==> src/rtl/multicycle_control_fsm_pkg.sv <==
// Shared types and encodings for the multicycle control FSM.
// State enum, mux select codes, ALU control codes and cmd constants.
package multicycle_control_fsm_pkg;

  typedef enum logic [3:0] {
    S_FETCH,
    S_DECODE,
    S_MEMADR,
    S_MEMREAD,
    S_MEMWB,
    S_MEMWRITE,
    S_EXECUTER,
    S_EXECUTEI,
    S_ALUWB,
    S_BRANCH
  } state_t;

  localparam logic [1:0] OP_DATA = 2'b00;
  localparam logic [1:0] OP_MEM  = 2'b01;
  localparam logic [1:0] OP_BR   = 2'b10;
  localparam logic [1:0] OP_UND  = 2'b11;

  localparam logic [1:0] SRCB_RD2 = 2'b00;
  localparam logic [1:0] SRCB_IMM = 2'b01;
  localparam logic [1:0] SRCB_4   = 2'b10;

  localparam logic [1:0] RES_ALUOUT = 2'b00;
  localparam logic [1:0] RES_DATA   = 2'b01;
  localparam logic [1:0] RES_ALURES = 2'b10;

  localparam logic [1:0] ALU_ADD = 2'b00;
  localparam logic [1:0] ALU_SUB = 2'b01;
  localparam logic [1:0] ALU_AND = 2'b10;
  localparam logic [1:0] ALU_ORR = 2'b11;

  localparam logic [3:0] CMD_ADD = 4'b0100;
  localparam logic [3:0] CMD_SUB = 4'b0010;
  localparam logic [3:0] CMD_AND = 4'b0000;
  localparam logic [3:0] CMD_ORR = 4'b1100;

endpackage

==> src/rtl/multicycle_control_fsm_alu_decoder.sv <==
// ALU operation and flag-write decode from the instruction cmd field.
// Unknown cmds fall back to add with no flag update.
module alu_decoder
  import multicycle_control_fsm_pkg::*;
(
  input  logic       i_alu_op,
  input  logic [5:0] i_funct,
  output logic [1:0] o_alu_ctrl,
  output logic [1:0] o_flag_w
);

  logic [3:0] w_cmd;
  logic       w_s;

  assign w_cmd = i_funct[4:1];
  assign w_s   = i_funct[0];

  always_comb begin
    o_alu_ctrl = ALU_ADD;
    o_flag_w   = 2'b00;
    if (i_alu_op) begin
      case (w_cmd)
        CMD_ADD: begin
          o_alu_ctrl = ALU_ADD;
          o_flag_w   = {w_s, w_s};
        end
        CMD_SUB: begin
          o_alu_ctrl = ALU_SUB;
          o_flag_w   = {w_s, w_s};
        end
        CMD_AND: begin
          o_alu_ctrl = ALU_AND;
          o_flag_w   = {w_s, 1'b0};
        end
        CMD_ORR: begin
          o_alu_ctrl = ALU_ORR;
          o_flag_w   = {w_s, 1'b0};
        end
        default: begin
          o_alu_ctrl = ALU_ADD;
          o_flag_w   = 2'b00;
        end
      endcase
    end
  end

endmodule

==> src/rtl/multicycle_control_fsm.sv <==
// Moore control FSM for a multicycle ARM-style datapath.
// Write-type outputs are gated off while reset is held low.
module multicycle_control_fsm
  import multicycle_control_fsm_pkg::*;
(
  input  logic       clk,
  input  logic       reset,
  input  logic [1:0] Op,
  input  logic [5:0] Funct,
  input  logic [3:0] Rd,
  output logic       IRWrite,
  output logic       NextPC,
  output logic       AdrSrc,
  output logic       ALUSrcA,
  output logic [1:0] ALUSrcB,
  output logic [1:0] ResultSrc,
  output logic [1:0] ALUControl,
  output logic [1:0] FlagW,
  output logic       PCS,
  output logic       RegW,
  output logic       MemW
);

  state_t     r_state;
  state_t     w_next;
  logic       w_irw;
  logic       w_npc;
  logic       w_regw;
  logic       w_memw;
  logic       w_branch;
  logic       w_alu_op;
  logic [1:0] w_flag_w;

  always_ff @(posedge clk or negedge reset) begin
    if (!reset) r_state <= S_FETCH;
    else        r_state <= w_next;
  end

  always_comb begin
    w_next = S_FETCH;
    unique case (r_state)
      S_FETCH:  w_next = S_DECODE;
      S_DECODE: begin
        unique case (Op)
          OP_MEM:  w_next = S_MEMADR;
          OP_DATA: w_next = Funct[5] ? S_EXECUTEI
                                     : S_EXECUTER;
          OP_BR:   w_next = S_BRANCH;
          OP_UND:  w_next = S_FETCH;
        endcase
      end
      S_MEMADR:   w_next = Funct[0] ? S_MEMREAD
                                    : S_MEMWRITE;
      S_MEMREAD:  w_next = S_MEMWB;
      S_EXECUTER: w_next = S_ALUWB;
      S_EXECUTEI: w_next = S_ALUWB;
      default:    w_next = S_FETCH;
    endcase
  end

  always_comb begin
    w_irw     = 1'b0;
    w_npc     = 1'b0;
    AdrSrc    = 1'b0;
    ALUSrcA   = 1'b0;
    ALUSrcB   = SRCB_RD2;
    ResultSrc = RES_ALUOUT;
    w_regw    = 1'b0;
    w_memw    = 1'b0;
    w_branch  = 1'b0;
    w_alu_op  = 1'b0;
    unique case (r_state)
      S_FETCH: begin
        w_irw     = 1'b1;
        w_npc     = 1'b1;
        ALUSrcA   = 1'b1;
        ALUSrcB   = SRCB_4;
        ResultSrc = RES_ALURES;
      end
      S_DECODE: begin
        ALUSrcA   = 1'b1;
        ALUSrcB   = SRCB_4;
        ResultSrc = RES_ALURES;
      end
      S_MEMADR:  ALUSrcB = SRCB_IMM;
      S_MEMREAD: AdrSrc  = 1'b1;
      S_MEMWB: begin
        ResultSrc = RES_DATA;
        w_regw    = 1'b1;
      end
      S_MEMWRITE: begin
        AdrSrc = 1'b1;
        w_memw = 1'b1;
      end
      S_EXECUTER: w_alu_op = 1'b1;
      S_EXECUTEI: begin
        ALUSrcB  = SRCB_IMM;
        w_alu_op = 1'b1;
      end
      S_ALUWB: w_regw = 1'b1;
      S_BRANCH: begin
        ALUSrcB   = SRCB_IMM;
        ResultSrc = RES_ALURES;
        w_branch  = 1'b1;
      end
      default: ;
    endcase
  end

  alu_decoder u_alu_dec (
    .i_alu_op   (w_alu_op),
    .i_funct    (Funct),
    .o_alu_ctrl (ALUControl),
    .o_flag_w   (w_flag_w)
  );

  assign IRWrite = reset & w_irw;
  assign NextPC  = reset & w_npc;
  assign RegW    = reset & w_regw;
  assign MemW    = reset & w_memw;
  assign FlagW   = reset ? w_flag_w : 2'b00;
  assign PCS     = reset & (w_branch |
                   (w_regw & (Rd == 4'b1111)));

endmodule

==> config.mk <==
export PLATFORM = sky130hd
export DESIGN_NAME = multicycle_control_fsm
export DESIGN_NICKNAME = d
export VERILOG_FILES = /design/src/rtl/multicycle_control_fsm_pkg.sv /design/src/rtl/multicycle_control_fsm_alu_decoder.sv /design/src/rtl/multicycle_control_fsm.sv
export SDC_FILE = /design/constraint.sdc
export NUM_CORES = 1
export LEC_CHECK = 0
export ABC_AREA = 1
export CAP_MARGIN = 10
export CORE_UTILIZATION = 30
export DETAILED_ROUTE_END_ITERATION = 8
export GPL_ROUTABILITY_DRIVEN = 0
export HOLD_SLACK_MARGIN = 0.12
export PLACE_DENSITY = 0.8
export SLEW_MARGIN = 20
export SYNTH_ARGS = -nofsm -noshare
export SYNTH_HDL_FRONTEND = slang
export SYNTH_SLANG_ARGS = --single-unit
==> constraint.sdc <==
create_clock -name clk -period 1.8 [get_ports clk]
set_clock_uncertainty 0.15 [all_clocks]
set_input_delay 0.36 -clock clk [delete_from_list [all_inputs] [get_ports clk]]
set_output_delay 0.36 -clock clk [all_outputs]
set_load 0.02 [all_outputs]
==> impl_metrics.py <==
metrics = {
    "status": {
        "outcome": "finished clean",
    },
    "critical_path": {
        "crit_arrival_ns": 1.23,
        "r2r_cells": 6,
        "cp-start-kind": "input port",
        "critPathCaptureType": "output port",
        "crit_type": "input port to output port",
        "worstPathMaxFanout": 1,
        "r2r_slack_ns": 0.51,
        "reg2reg_from": "r_state[2]",
        "crit_required_ns": 1.29,
        "reg2reg_to": "r_state[1]",
    },
    "synthesis": {
        "syn_avg_cell_area_um2": 5.411,
        "yosysWarnings": 0,
        "synth_cell_types": 17,
        "ys_ff_latch": 4,
        "syn_area_um2": 416.7,
        "postSynthCellCount": 77,
        "syn_nets": 91,
        "synth-seq-area-share_pct": 24.02,
    },
    "placement": {
        "place_area_um2": 825.8,
        "place_ws_ns": -0.6095,
        "post-dp-hpwl_mm": 1.074,
        "dp_cells": 134,
        "portBuffers": 28,
    },
    "cts": {
        "clk_pin_slew_ns": 0.04,
        "cts.sinks": 4,
        "htree_levels": 1,
        "root_buffer": "clkbuf_4",
        "cts_tree": "yes",
        "cts_buffer_depth": 2,
        "clock_latency_ns": 0.24,
        "tritoncts.num_buffers": 3,
    },
    "timing": {
        "hold_ws_ns": 0.4225,
        "drv_slew": 0,
        "hold_viol": 0,
        "finalSetupViolCount": 0,
        "slew-limit-headroom_pct": 88.17,
        "max_freq_mhz": 573.9,
        "fin_tns_setup_ns": 0,
        "rsz0062_at_grt": "true",
        "tightest_slew_ns": 0.1765,
        "fin_ws_ns": 0.05763,
        "period_share_pct": 96.80,
        "min_period_ns": 1.742,
    },
    "die": {
        "die_h_um": 39.27,
        "core_um2": 1301,
        "io_pins": 29,
        "rows": 13,
        "fp.dieW_um": 39.27,
        "start_util_pct": 32.02,
        "dieArea_um2": 1542,
    },
    "hold_path": {
        "min_from": "Funct[0]",
        "whs_path_depth": 3,
        "hold_path.class": "input port to register",
        "min_to": "r_state[1]",
    },
    "layout": {
        "final_cells": 139,
        "utilization_pct": 64.71,
        "postLayoutCellArea_um2": 842.1,
        "diodes": 0,
        "layout.area.seq_um2": 101.3,
        "top_register": "r_state",
        "final_common_cell": "nand2_1",
        "largest_reg_flops": 4,
        "final_layout_size_suffix_gt1_share_pct": 41.13,
        "fillers": 129,
        "syn_to_final_growth_pct": 102.1,
        "final_nets": 140,
        "layout_common_cells": "24 x nand2_1, 22 x buf_4, 12 x inv_1",
        "multi_input_area_um2": 284.0,
        "reg_top3": "r_state x4",
    },
    "power_and_ir_drop": {
        "powerDensity_nw_per_um2": 1428,
        "ir_drop_mv": 1.021,
        "p_leak_nw": 0.5012,
        "finalPower_mw": 1.202,
    },
    "detailed_routing": {
        "drt_iter0_drc": 6,
        "routed_wl_mm": 1.338,
        "wl_per_cell_um": 9.626,
        "drc": 0,
        "vias_per_cell": 4.504,
        "ant_nets": 0,
        "drtPass1Iterations": 4,
        "dr_total_vias": 626,
    },
    "job": {
        "cap_violations": 0,
    },
    "global_routing": {
        "track_usage_pct": 21.33,
        "grt_pass1_vias": 574,
        "grt_overflow": 0,
        "antenna_found_initial": 0,
        "grt_pass1_wl_mm": 2.166,
        "grt_max_degree": 5,
    },
}
## synth_stat cells
| cell | count | share of area (%) |
|---|---|---|
| nor2_2 | 2 | 3.0 |
| inv_1 | 15 | 14 |
| buf_4 | 1 | 1.8 |
| nand3_1 | 8 | 9.6 |
| a21oi_1 | 2 | 2.4 |
| dfrtp_1 | 4 | 24 |
| and2_1 | 1 | 1.5 |
| nand4_1 | 1 | 1.5 |
| o22ai_1 | 1 | 1.5 |
| nand3_2 | 1 | 2.4 |
| nor3_1 | 1 | 1.2 |
| o21ai_1 | 1 | 1.2 |
| inv_2 | 1 | 0.90 |
| o21ai_0 | 1 | 1.2 |
| o211ai_1 | 1 | 1.8 |
| nor2_1 | 9 | 8.1 |
| nand2_1 | 27 | 24 |
## where the power goes
group / leakage, nW / internal (mW) / total [mW] / switching [mW]
clock: 0.0138 / 0.0747 / 0.114 / 0.0388
sequential: 0.0501 / 0.129 / 0.177 / 0.0480
combinational: 0.437 / 0.422 / 0.912 / 0.490
total: 0.501 / 0.626 / 1.20 / 0.576
## cell families after synthesis
kind of cell / share of synthesized area, %
AND/OR/NAND/NOR: 51.65
buffers and inverters: 16.22
flip-flops: 24.02
AO/OA/AOI/OAI: 8.108
## critical path, cell delays in order
cell and delay, ns:
clkdlybuf4s50_1 0.46, nand2_1 0.05, nor2_1 0.10, nand3_1 0.08, nand2_1 0.08, buf_6 0.11
## how the worst max path moves through the flow
stage | from | to | slack [ns]
final | Rd[1] | PCS | 0.06
after global routing | r_state[3] | FlagW[0] | -0.04
after CTS | r_state[3] | AdrSrc | -0.02
after detailed placement | reset | PCS | -0.61
after global placement | reset | PCS | -0.59
after floorplan | r_state[2] | NextPC | 0.12
## area by class of cell
cell class | count | share of cell area, %
Sequential cell | 4 | 12.04
Timing Repair Buffer | 45 | 42.20
Tap cell | 15 | 2.229
Inverter | 16 | 7.132
Multi-Input combinational cell | 56 | 33.73
Clock buffer | 3 | 2.675
## per-layer routing
metal  share of wire, %  global-route usage [%]
met5                  0                       0
met4                  0                   13.79
met3                4.9                   3.409
met2                 54                   37.50
met1                 41                   23.34
## what timing repair did
action	4_1_cts	5_1_grt
setup endpoints to repair	15	12
gates resized for setup	70	19
hold endpoints to repair	4	0
buffers inserted	0	1
hold buffers	1	0
pin swaps	4	2
Note: power is estimated with default switching activity, not from simulation.
